<file path="src/rtl/lsu_mem_stage_if.sv">
// ---------------------------------------------------------------------------
// lsu_mem_stage_if
// Bundles every handshake and bus signal of the MIPS memory-access stage.
//   Request side  : in_valid/in_ready plus the captured operand fields.
//   Memory side   : mem_req/mem_ready word-wide req/ready bus.
//   Writeback side: wb_valid/wb_ready with destination register and data.
//   Exception side: single-cycle address-error pulse.
//   busy          : stage holds an access in flight.
// Modports:
//   slave  - the lsu_mem_stage view (consumes requests, drives memory/wb).
//   master - the surrounding pipeline / memory / writeback view.
// ---------------------------------------------------------------------------
interface lsu_mem_stage_if #(
    parameter int ADDR_W  = 32,
    parameter int WB_RD_W = 5
);
    logic               in_valid;
    logic               in_ready;
    logic               in_store;
    logic [1:0]         in_size;
    logic               in_unsigned;
    logic [ADDR_W-1:0]  in_base;
    logic [15:0]        in_offset;
    logic [31:0]        in_wdata;
    logic [WB_RD_W-1:0] in_rd;

    logic               mem_req;
    logic               mem_we;
    logic [ADDR_W-1:0]  mem_addr;
    logic [3:0]         mem_be;
    logic [31:0]        mem_wdata;
    logic               mem_ready;
    logic [31:0]        mem_rdata;

    logic               wb_valid;
    logic [WB_RD_W-1:0] wb_rd;
    logic [31:0]        wb_data;
    logic               wb_ready;

    logic               exc_valid;
    logic [ADDR_W-1:0]  exc_addr;
    logic               exc_store;

    logic               busy;

    modport slave (
        input  in_valid, in_store, in_size, in_unsigned, in_base, in_offset,
               in_wdata, in_rd, mem_ready, mem_rdata, wb_ready,
        output in_ready, mem_req, mem_we, mem_addr, mem_be, mem_wdata,
               wb_valid, wb_rd, wb_data, exc_valid, exc_addr, exc_store, busy
    );

    modport master (
        output in_valid, in_store, in_size, in_unsigned, in_base, in_offset,
               in_wdata, in_rd, mem_ready, mem_rdata, wb_ready,
        input  in_ready, mem_req, mem_we, mem_addr, mem_be, mem_wdata,
               wb_valid, wb_rd, wb_data, exc_valid, exc_addr, exc_store, busy
    );
endinterface

</file>
<file path="src/rtl/lsu_mem_stage.sv">
// ---------------------------------------------------------------------------
// lsu_mem_stage
// Memory-access stage of the MIPS load/store path. Takes one load/store at a
// time, forms the effective address (base + sign-extended offset, wrapping),
// raises an address-error pulse for misaligned accesses, otherwise drives a
// word-wide little-endian data memory and hands extended load data to
// writeback.
// Ports:
//   clock - rising-edge clock
//   reset - synchronous, active-low
//   bus   - lsu_mem_stage_if.slave (request, memory, writeback, exception,
//           busy)
// ---------------------------------------------------------------------------
module lsu_mem_stage #(
    parameter int ADDR_W  = 32,
    parameter int WB_RD_W = 5
) (
    input  logic            clock,
    input  logic            reset,
    lsu_mem_stage_if.slave  bus
);
    typedef enum logic [1:0] {IDLE, REQ, WB, EXC} state_t;

    state_t             r_state;
    state_t             w_next_state;

    logic [ADDR_W-1:0]  r_ea;
    logic               r_store;
    logic [1:0]         r_size;
    logic               r_unsigned;
    logic [31:0]        r_wdata;
    logic [WB_RD_W-1:0] r_rd;
    logic [31:0]        r_wb_data;

    logic [ADDR_W-1:0]  w_ea;
    logic               w_misaligned;
    logic               w_accept;
    logic               w_load_done;
    logic               w_mem_req;
    logic               w_wb_valid;
    logic               w_exc_valid;
    logic               w_in_ready;
    logic [3:0]         w_be;
    logic [31:0]        w_wdata_rep;
    logic [7:0]         w_lane_b;
    logic [15:0]        w_lane_h;
    logic [31:0]        w_load_ext;

    // Effective address wraps modulo 2^ADDR_W; no overflow trap.
    assign w_ea = bus.in_base + {{(ADDR_W-16){bus.in_offset[15]}}, bus.in_offset};

    assign w_misaligned = (bus.in_size == 2'b11)
                       || (bus.in_size == 2'b01 && w_ea[0])
                       || (bus.in_size == 2'b10 && w_ea[1:0] != 2'b00);

    assign w_accept    = (r_state == IDLE) && bus.in_valid;
    assign w_load_done = (r_state == REQ) && bus.mem_ready && !r_store;

    // State register.
    // NOTE: sequential state uses non-blocking assignments so every flop
    // samples pre-edge values regardless of process ordering.
    always_ff @(posedge clock) begin
        if (!reset) begin
            r_state <= IDLE;
        end else begin
            r_state <= w_next_state;
        end
    end

    // Captured request and latched load result.
    // NOTE: these registers are cleared by reset even though the FSM alone
    // would mask them, so every gated output is provably 0 after reset.
    always_ff @(posedge clock) begin
        if (!reset) begin
            r_ea       <= '0;
            r_store    <= 1'b0;
            r_size     <= 2'b00;
            r_unsigned <= 1'b0;
            r_wdata    <= '0;
            r_rd       <= '0;
            r_wb_data  <= '0;
        end else begin
            if (w_accept) begin
                r_ea       <= w_ea;
                r_store    <= bus.in_store;
                r_size     <= bus.in_size;
                r_unsigned <= bus.in_unsigned;
                r_wdata    <= bus.in_wdata;
                r_rd       <= bus.in_rd;
            end
            if (w_load_done) begin
                r_wb_data <= w_load_ext;
            end
        end
    end

    // Byte enables and lane-replicated store data; memory sees whole words.
    always_comb begin
        // NOTE: defaults first keep every path assigned, so no latch forms.
        w_be        = 4'b1111;
        w_wdata_rep = r_wdata;
        case (r_size)
            2'b00: begin
                w_be        = 4'b0001 << r_ea[1:0];
                w_wdata_rep = {4{r_wdata[7:0]}};
            end
            2'b01: begin
                w_be        = r_ea[1] ? 4'b1100 : 4'b0011;
                w_wdata_rep = {2{r_wdata[15:0]}};
            end
            default: ;
        endcase
    end

    // Little-endian lane select and sign/zero extension of load data.
    always_comb begin
        w_lane_b = bus.mem_rdata[7:0];
        case (r_ea[1:0])
            2'd1:    w_lane_b = bus.mem_rdata[15:8];
            2'd2:    w_lane_b = bus.mem_rdata[23:16];
            2'd3:    w_lane_b = bus.mem_rdata[31:24];
            default: ;
        endcase
        w_lane_h   = r_ea[1] ? bus.mem_rdata[31:16] : bus.mem_rdata[15:0];
        w_load_ext = bus.mem_rdata;
        case (r_size)
            2'b00:   w_load_ext = {{24{~r_unsigned & w_lane_b[7]}}, w_lane_b};
            2'b01:   w_load_ext = {{16{~r_unsigned & w_lane_h[15]}}, w_lane_h};
            default: ;
        endcase
    end

    // Next-state and handshake outputs.
    always_comb begin
        w_next_state = r_state;
        w_in_ready   = 1'b0;
        w_mem_req    = 1'b0;
        w_wb_valid   = 1'b0;
        w_exc_valid  = 1'b0;
        case (r_state)
            IDLE: begin
                w_in_ready = reset;
                if (bus.in_valid) begin
                    w_next_state = w_misaligned ? EXC : REQ;
                end
            end
            REQ: begin
                w_mem_req = 1'b1;
                if (bus.mem_ready) begin
                    // A load to r0 still touches memory but skips writeback.
                    w_next_state = (r_store || r_rd == '0) ? IDLE : WB;
                end
            end
            WB: begin
                w_wb_valid = 1'b1;
                if (bus.wb_ready) begin
                    w_next_state = IDLE;
                end
            end
            EXC: begin
                w_exc_valid  = 1'b1;
                w_next_state = IDLE;
            end
            default: w_next_state = IDLE;
        endcase
    end

    // Data outputs are gated by their strobes so idle/reset values are 0.
    assign bus.in_ready  = w_in_ready;
    assign bus.mem_req   = w_mem_req;
    assign bus.mem_we    = w_mem_req & r_store;
    assign bus.mem_addr  = w_mem_req ? {r_ea[ADDR_W-1:2], 2'b00} : '0;
    assign bus.mem_be    = w_mem_req ? w_be : 4'b0000;
    assign bus.mem_wdata = w_mem_req ? w_wdata_rep : 32'h0;
    assign bus.wb_valid  = w_wb_valid;
    assign bus.wb_rd     = w_wb_valid ? r_rd : '0;
    assign bus.wb_data   = w_wb_valid ? r_wb_data : 32'h0;
    assign bus.exc_valid = w_exc_valid;
    assign bus.exc_addr  = w_exc_valid ? r_ea : '0;
    assign bus.exc_store = w_exc_valid & r_store;
    assign bus.busy      = (r_state != IDLE);
endmodule
</file>
<file path="src/flat_wrapper.sv">
// flat-port wrapper written by rule: the top's interface ports become plain ports
module lsu_mem_stage_flat 
#(
    parameter int ADDR_W  = 32,
    parameter int WB_RD_W = 5
)
  (clock, reset, bus_in_valid, bus_in_store, bus_in_size, bus_in_unsigned, bus_in_base, bus_in_offset, bus_in_wdata, bus_in_rd, bus_mem_ready, bus_mem_rdata, bus_wb_ready, bus_in_ready, bus_mem_req, bus_mem_we, bus_mem_addr, bus_mem_be, bus_mem_wdata, bus_wb_valid, bus_wb_rd, bus_wb_data, bus_exc_valid, bus_exc_addr, bus_exc_store, bus_busy);
  lsu_mem_stage_if #(.ADDR_W(ADDR_W), .WB_RD_W(WB_RD_W)) bus_i ();
  input  logic clock;
  input  logic reset;
  input wire logic [$bits(bus_i.in_valid)-1:0] bus_in_valid;
  input wire logic [$bits(bus_i.in_store)-1:0] bus_in_store;
  input wire logic [$bits(bus_i.in_size)-1:0] bus_in_size;
  input wire logic [$bits(bus_i.in_unsigned)-1:0] bus_in_unsigned;
  input wire logic [$bits(bus_i.in_base)-1:0] bus_in_base;
  input wire logic [$bits(bus_i.in_offset)-1:0] bus_in_offset;
  input wire logic [$bits(bus_i.in_wdata)-1:0] bus_in_wdata;
  input wire logic [$bits(bus_i.in_rd)-1:0] bus_in_rd;
  input wire logic [$bits(bus_i.mem_ready)-1:0] bus_mem_ready;
  input wire logic [$bits(bus_i.mem_rdata)-1:0] bus_mem_rdata;
  input wire logic [$bits(bus_i.wb_ready)-1:0] bus_wb_ready;
  output wire logic [$bits(bus_i.in_ready)-1:0] bus_in_ready;
  output wire logic [$bits(bus_i.mem_req)-1:0] bus_mem_req;
  output wire logic [$bits(bus_i.mem_we)-1:0] bus_mem_we;
  output wire logic [$bits(bus_i.mem_addr)-1:0] bus_mem_addr;
  output wire logic [$bits(bus_i.mem_be)-1:0] bus_mem_be;
  output wire logic [$bits(bus_i.mem_wdata)-1:0] bus_mem_wdata;
  output wire logic [$bits(bus_i.wb_valid)-1:0] bus_wb_valid;
  output wire logic [$bits(bus_i.wb_rd)-1:0] bus_wb_rd;
  output wire logic [$bits(bus_i.wb_data)-1:0] bus_wb_data;
  output wire logic [$bits(bus_i.exc_valid)-1:0] bus_exc_valid;
  output wire logic [$bits(bus_i.exc_addr)-1:0] bus_exc_addr;
  output wire logic [$bits(bus_i.exc_store)-1:0] bus_exc_store;
  output wire logic [$bits(bus_i.busy)-1:0] bus_busy;
  assign bus_i.in_valid = bus_in_valid;
  assign bus_i.in_store = bus_in_store;
  assign bus_i.in_size = bus_in_size;
  assign bus_i.in_unsigned = bus_in_unsigned;
  assign bus_i.in_base = bus_in_base;
  assign bus_i.in_offset = bus_in_offset;
  assign bus_i.in_wdata = bus_in_wdata;
  assign bus_i.in_rd = bus_in_rd;
  assign bus_i.mem_ready = bus_mem_ready;
  assign bus_i.mem_rdata = bus_mem_rdata;
  assign bus_i.wb_ready = bus_wb_ready;
  assign bus_in_ready = bus_i.in_ready;
  assign bus_mem_req = bus_i.mem_req;
  assign bus_mem_we = bus_i.mem_we;
  assign bus_mem_addr = bus_i.mem_addr;
  assign bus_mem_be = bus_i.mem_be;
  assign bus_mem_wdata = bus_i.mem_wdata;
  assign bus_wb_valid = bus_i.wb_valid;
  assign bus_wb_rd = bus_i.wb_rd;
  assign bus_wb_data = bus_i.wb_data;
  assign bus_exc_valid = bus_i.exc_valid;
  assign bus_exc_addr = bus_i.exc_addr;
  assign bus_exc_store = bus_i.exc_store;
  assign bus_busy = bus_i.busy;
  lsu_mem_stage #(.ADDR_W(ADDR_W), .WB_RD_W(WB_RD_W)) u_core (.clock(clock), .reset(reset), .bus(bus_i));
endmodule
</file>
<file path="config.mk">
export PLATFORM = sky130hd
export DESIGN_NAME = lsu_mem_stage_flat
export DESIGN_NICKNAME = d
export VERILOG_FILES = /design/src/rtl/lsu_mem_stage_if.sv /design/src/rtl/lsu_mem_stage.sv /design/src/flat_wrapper.sv
export SDC_FILE = /design/constraint.sdc
export NUM_CORES = 1
export LEC_CHECK = 0
export ABC_AREA = 1
export CAP_MARGIN = 30
export CELL_PAD_IN_SITES_DETAIL_PLACEMENT = 1
export CELL_PAD_IN_SITES_GLOBAL_PLACEMENT = 2
export CORE_MARGIN = 1.5
export CORE_UTILIZATION = 23
export DETAILED_ROUTE_END_ITERATION = 7
export GPL_TIMING_DRIVEN = 0
export HOLD_SLACK_MARGIN = 0.1
export PLACE_DENSITY_LB_ADDON = 0.1
export SETUP_SLACK_MARGIN = 0.2
export SYNTH_ARGS = -nofsm -noshare
export SYNTH_HDL_FRONTEND = slang
export SYNTH_SLANG_ARGS = --single-unit
</file>
<file path="constraint.sdc">
create_clock -name clock -period 2.3 [get_ports clock]
set_input_delay 0.46 -clock clock [delete_from_list [all_inputs] [get_ports clock]]
set_output_delay 0.46 -clock clock [all_outputs]
set_load 0.03 [all_outputs]
</file>
==> results of run 1 <==
==> area by class of cell <==
class | count | area, µm²
Tap cell | 448 | 561
Sequential cell | 107 | 2160
Fill cell | 4304 | 21400
Timing Repair Buffer | 291 | 2600
Clock buffer | 11 | 243
Timing Repair inverter | 1 | 7.51
Multi-Input combinational cell | 915 | 5090
Buffer | 57 | 439
Clock inverter | 5 | 37.5
Inverter | 263 | 1010
==> cell usage after synthesis <==
| cell | n | area share (%) |
|---|---|---|
| o31ai_1 | 2 | 0.19 |
| a31oi_1 | 14 | 1.1 |
| dfxtp_1 | 107 | 27 |
| o21bai_1 | 3 | 0.29 |
| buf_2 | 13 | 0.83 |
| buf_6 | 4 | 0.57 |
| nand2_4 | 1 | 0.14 |
| nor2_4 | 2 | 0.29 |
| o21a_1 | 1 | 0.096 |
| o22ai_4 | 1 | 0.26 |
| nand4_1 | 4 | 0.32 |
| conb_1 | 1 | 0.048 |
| a21o_1 | 1 | 0.096 |
| o2111ai_1 | 1 | 0.11 |
| inv_4 | 2 | 0.16 |
| a21oi_1 | 110 | 7.0 |
| fa_1 | 1 | 0.26 |
| nor2_2 | 4 | 0.32 |
| nor3_1 | 5 | 0.32 |
| ha_1 | 31 | 5.0 |
| o21ai_1 | 24 | 1.5 |
| a211oi_1 | 1 | 0.096 |
| o22ai_1 | 15 | 1.2 |
| a31oi_4 | 1 | 0.27 |
| nor2_1 | 240 | 11 |
| inv_1 | 254 | 12 |
| inv_2 | 7 | 0.34 |
| nor2_8 | 2 | 0.51 |
| xor2_1 | 13 | 1.5 |
| nand2_1 | 271 | 13 |
| o21ai_0 | 97 | 6.2 |
| clkbuf_1 | 30 | 1.4 |
| xnor2_1 | 1 | 0.11 |
| nand3_1 | 50 | 3.2 |
| buf_4 | 4 | 0.38 |
| nand2_2 | 4 | 0.32 |
| buf_1 | 7 | 0.34 |
| o211ai_1 | 13 | 1.2 |
==> worst paths after layout <==
path / start / end / slack (ps) / cells after the start
max reg2reg: u_core.r_state[0] / u_core.r_ea[30] / 500 / 7
min reg2reg: u_core.r_wb_data[6] / u_core.r_wb_data[6] / 470 / 2
min: u_core.r_wb_data[6] / u_core.r_wb_data[6] / 470 / 2
max: u_core.r_size[0] / bus_mem_wdata[30] / 220 / 8
==> metal layers <==
layer | track usage [%] | part of all wire, % | up-vias
met4 | 4.12 | 1.4 | 0
met3 | 2.19 | 3.1 | 21
li1 | - | - | 4772
met1 | 24.9 | 45 | 4400
met5 | 0 | 0 | -
met2 | 37.5 | 51 | 194
==> flip-flops by register name, indices dropped and copies added (netlist names) <==
register / flops
u_core.r_ea: 32
u_core.r_rd: 5
u_core.r_size: 2
u_core.r_state: 2
u_core.r_store: 1
u_core.r_unsigned: 1
u_core.r_wb_data: 32
u_core.r_wdata: 32
==> per-stage QoR <==
step	power, W	area (µm²)
after floorplan	0.00377	7880
after global placement	0.00482	11100
after detailed placement	0.00485	11100
after CTS	0.00657	11700
after global routing	0.00711	12100
final	0.00666	12100
==> worst max-delay path, delay by kind of cell, from the launching register on <==
kind / cells / cell delay [ps]
simple gates: 2 / 160
buf+inv: 5 / 590
flops: 1 / 340
compound gates: 1 / 180
==> power by group through the flow <==
stage	Clock, W	Combinational [W]	Sequential, W
final	0.00154	0.00294	0.00218
after CTS	0.00160	0.00280	0.00218
after global routing	0.00166	0.00324	0.00221
after detailed placement	0	0.00264	0.00221
after floorplan	0	0.00159	0.00217
after global placement	0	0.00262	0.00220
==> logic make-up (layout without fill, tap and decap cells) <==
group,after synthesis,after routing,share of synthesized area [%]
adders and majority gates,32,32,5.21
DFF,107,107,27.3
xor gates and xnor gates,14,14,1.57
other,1,2,0.0479
AOI/OAI and AO/OA,284,284,19.7
and+or+nand+nor,583,583,29.9
buffers and inverters,321,628,16.2
==> timing repair <==
action,4_1_cts,5_1_grt
gates cloned,2,0
pin swaps,11,15
setup endpoints to repair,163,139
resized for setup,689,200
hold endpoints to repair,0,0
buffers inserted,14,10
==> metrics.md, run 1 <==
| Metric | Value |
|---|---|
| Root buffer cell | `clkbuf_16` |
| Min Tclk post-route | `2080 ps` |
| Slew at the pin with the worst max-slew slack | `687 ps` |
| Comb power frac | `44.1%` |
| RePlAce Congestion | `0.849` |
| Cell Area, Synth | `0.00784 mm²` |
| Leak | `5.85 nW` |
| Post-DR wirelength/cell | `17.3 µm` |
| Initial DRC count | `290` |
| Max cap viols | `0` |
| Worst hold slack | `468 ps` |
| Initial Util | `23.4%` |
| Max Slew Vio Count | `0` |
| Initial antenna violation count | `0` |
| Util after Layout | `36.2%` |
| Seq/Total Area, Yosys | `27.3%` |
| Post-CTS Hold Buffers | `0` |
| Worst Setup Path Type | `flop to output pin` |
| Setup violators final | `0` |
| Die height | `188 µm` |
| Kind of path behind the tightest hold check | `flop to flop` |
| Port Buffer Count | `266` |
| Yosys warns | `0` |
| Worst-path clk slew | `70 ps` |
| Crit path DAT | `1620 ps` |
| Crit end category | `output pin` |
| Number of CTS-inserted buffers | `9` |
| Flop pwr share | `32.8%` |
| Final Cycle Share | `90.6%` |
| Largest net degree at the start of global routing | `19` |
| Commonest non-fill, non-tap cells in the layout | `inv_1 (248), nand2_1 (243), nor2_1 (215)` |
| Post-Place Cells | `2057` |
| Syn Inst Count | `1342` |
| PwrDens | `548 mW/mm²` |
| RSZ-0062 raised after global routing | `yes` |
| WL final | `36.3 mm` |
| Netlist cell types | `38` |
| Core ar. | `0.0335 mm²` |
| Congestion Overflow GR | `0` |
| GRT Util Overall | `20.2%` |
| Area Growth Syn to Fin | `55.0%` |
| Via density | `4.47` |
| First-pass GRT wire length | `54.4 mm` |
| Nature of the critical path startpoint | `flop` |
| CP required | `1840 ps` |
| Peak VDD IR | `0.000390 V` |
| DR DRC count | `0` |
| Fin. Hold Viols | `0` |
| Number of synthesized register bits | `107` |
| Psw | `0.00272 W` |
| Post-Route Setup TNS | `0 ps` |
| Layout Skew | `10.1 ps` |
| TritonRoute pass-1 iters | `4` |
| Syn Area/Cell | `5.84 µm²` |
| Site Rows | `67` |
| Fin cells | `2098` |
| Worst-path cell with the longest stage delay | `dfxtp_2` |
| # IOs | `270` |
| Die ar. | `0.0352 mm²` |
| Sw frac | `40.8%` |
| Power Internal | `0.00394 W` |
| CTS tree | `built` |
| Status | `complete, no violations` |
| Clock network power share | `23.1%` |
| Max incr delay on CP | `340 ps` |
| Slew HR | `54.2%` |
| Number of H-tree levels | `3` |
| Pre-CTS WS | `-981 ps` |
| F_max | `480 MHz` |
| DR vias | `9387` |
| Skew-Pair Late Insertion Delay | `360 ps` |
| CTS sink cnt | `107` |
| Post-detail-place hpwl | `29.2 mm` |
| Detail Route Antenna Nets | `0` |
| Final Net Count | `1803` |
| Vias in the first global route | `9517` |
| Setup ws final | `215 ps` |
| Layout cells sized above 1 | `22.3%` |
| Bufs on Longest Clock Path | `2` |
| Most common cell on crit path | `buf_6` |
| Critical-path maximum fanout | `10` |
| Die X | `188 µm` |
| Worst path cell trace | `nor2_4, buf_6, inv_8, buf_8, o21ai_4, buf_6, nor2_2, buf_6` |
| Most common cell after layout, fill and taps aside | `inv_1` |
| Ant. Diodes | `0` |
No activity file was read; power rests on OpenSTA's default activity.
==> run 2, diff against run 1 <==
--- a/config.mk
+++ b/config.mk
@@ -6,7 +6,6 @@
 export NUM_CORES = 1
 export LEC_CHECK = 0
 export ABC_AREA = 1
-export CAP_MARGIN = 30
 export CELL_PAD_IN_SITES_DETAIL_PLACEMENT = 1
 export CELL_PAD_IN_SITES_GLOBAL_PLACEMENT = 2
 export CORE_MARGIN = 1.5
==> results of run 2 <==
The final DEF is identical to that of run 1; final timing and power are the same.
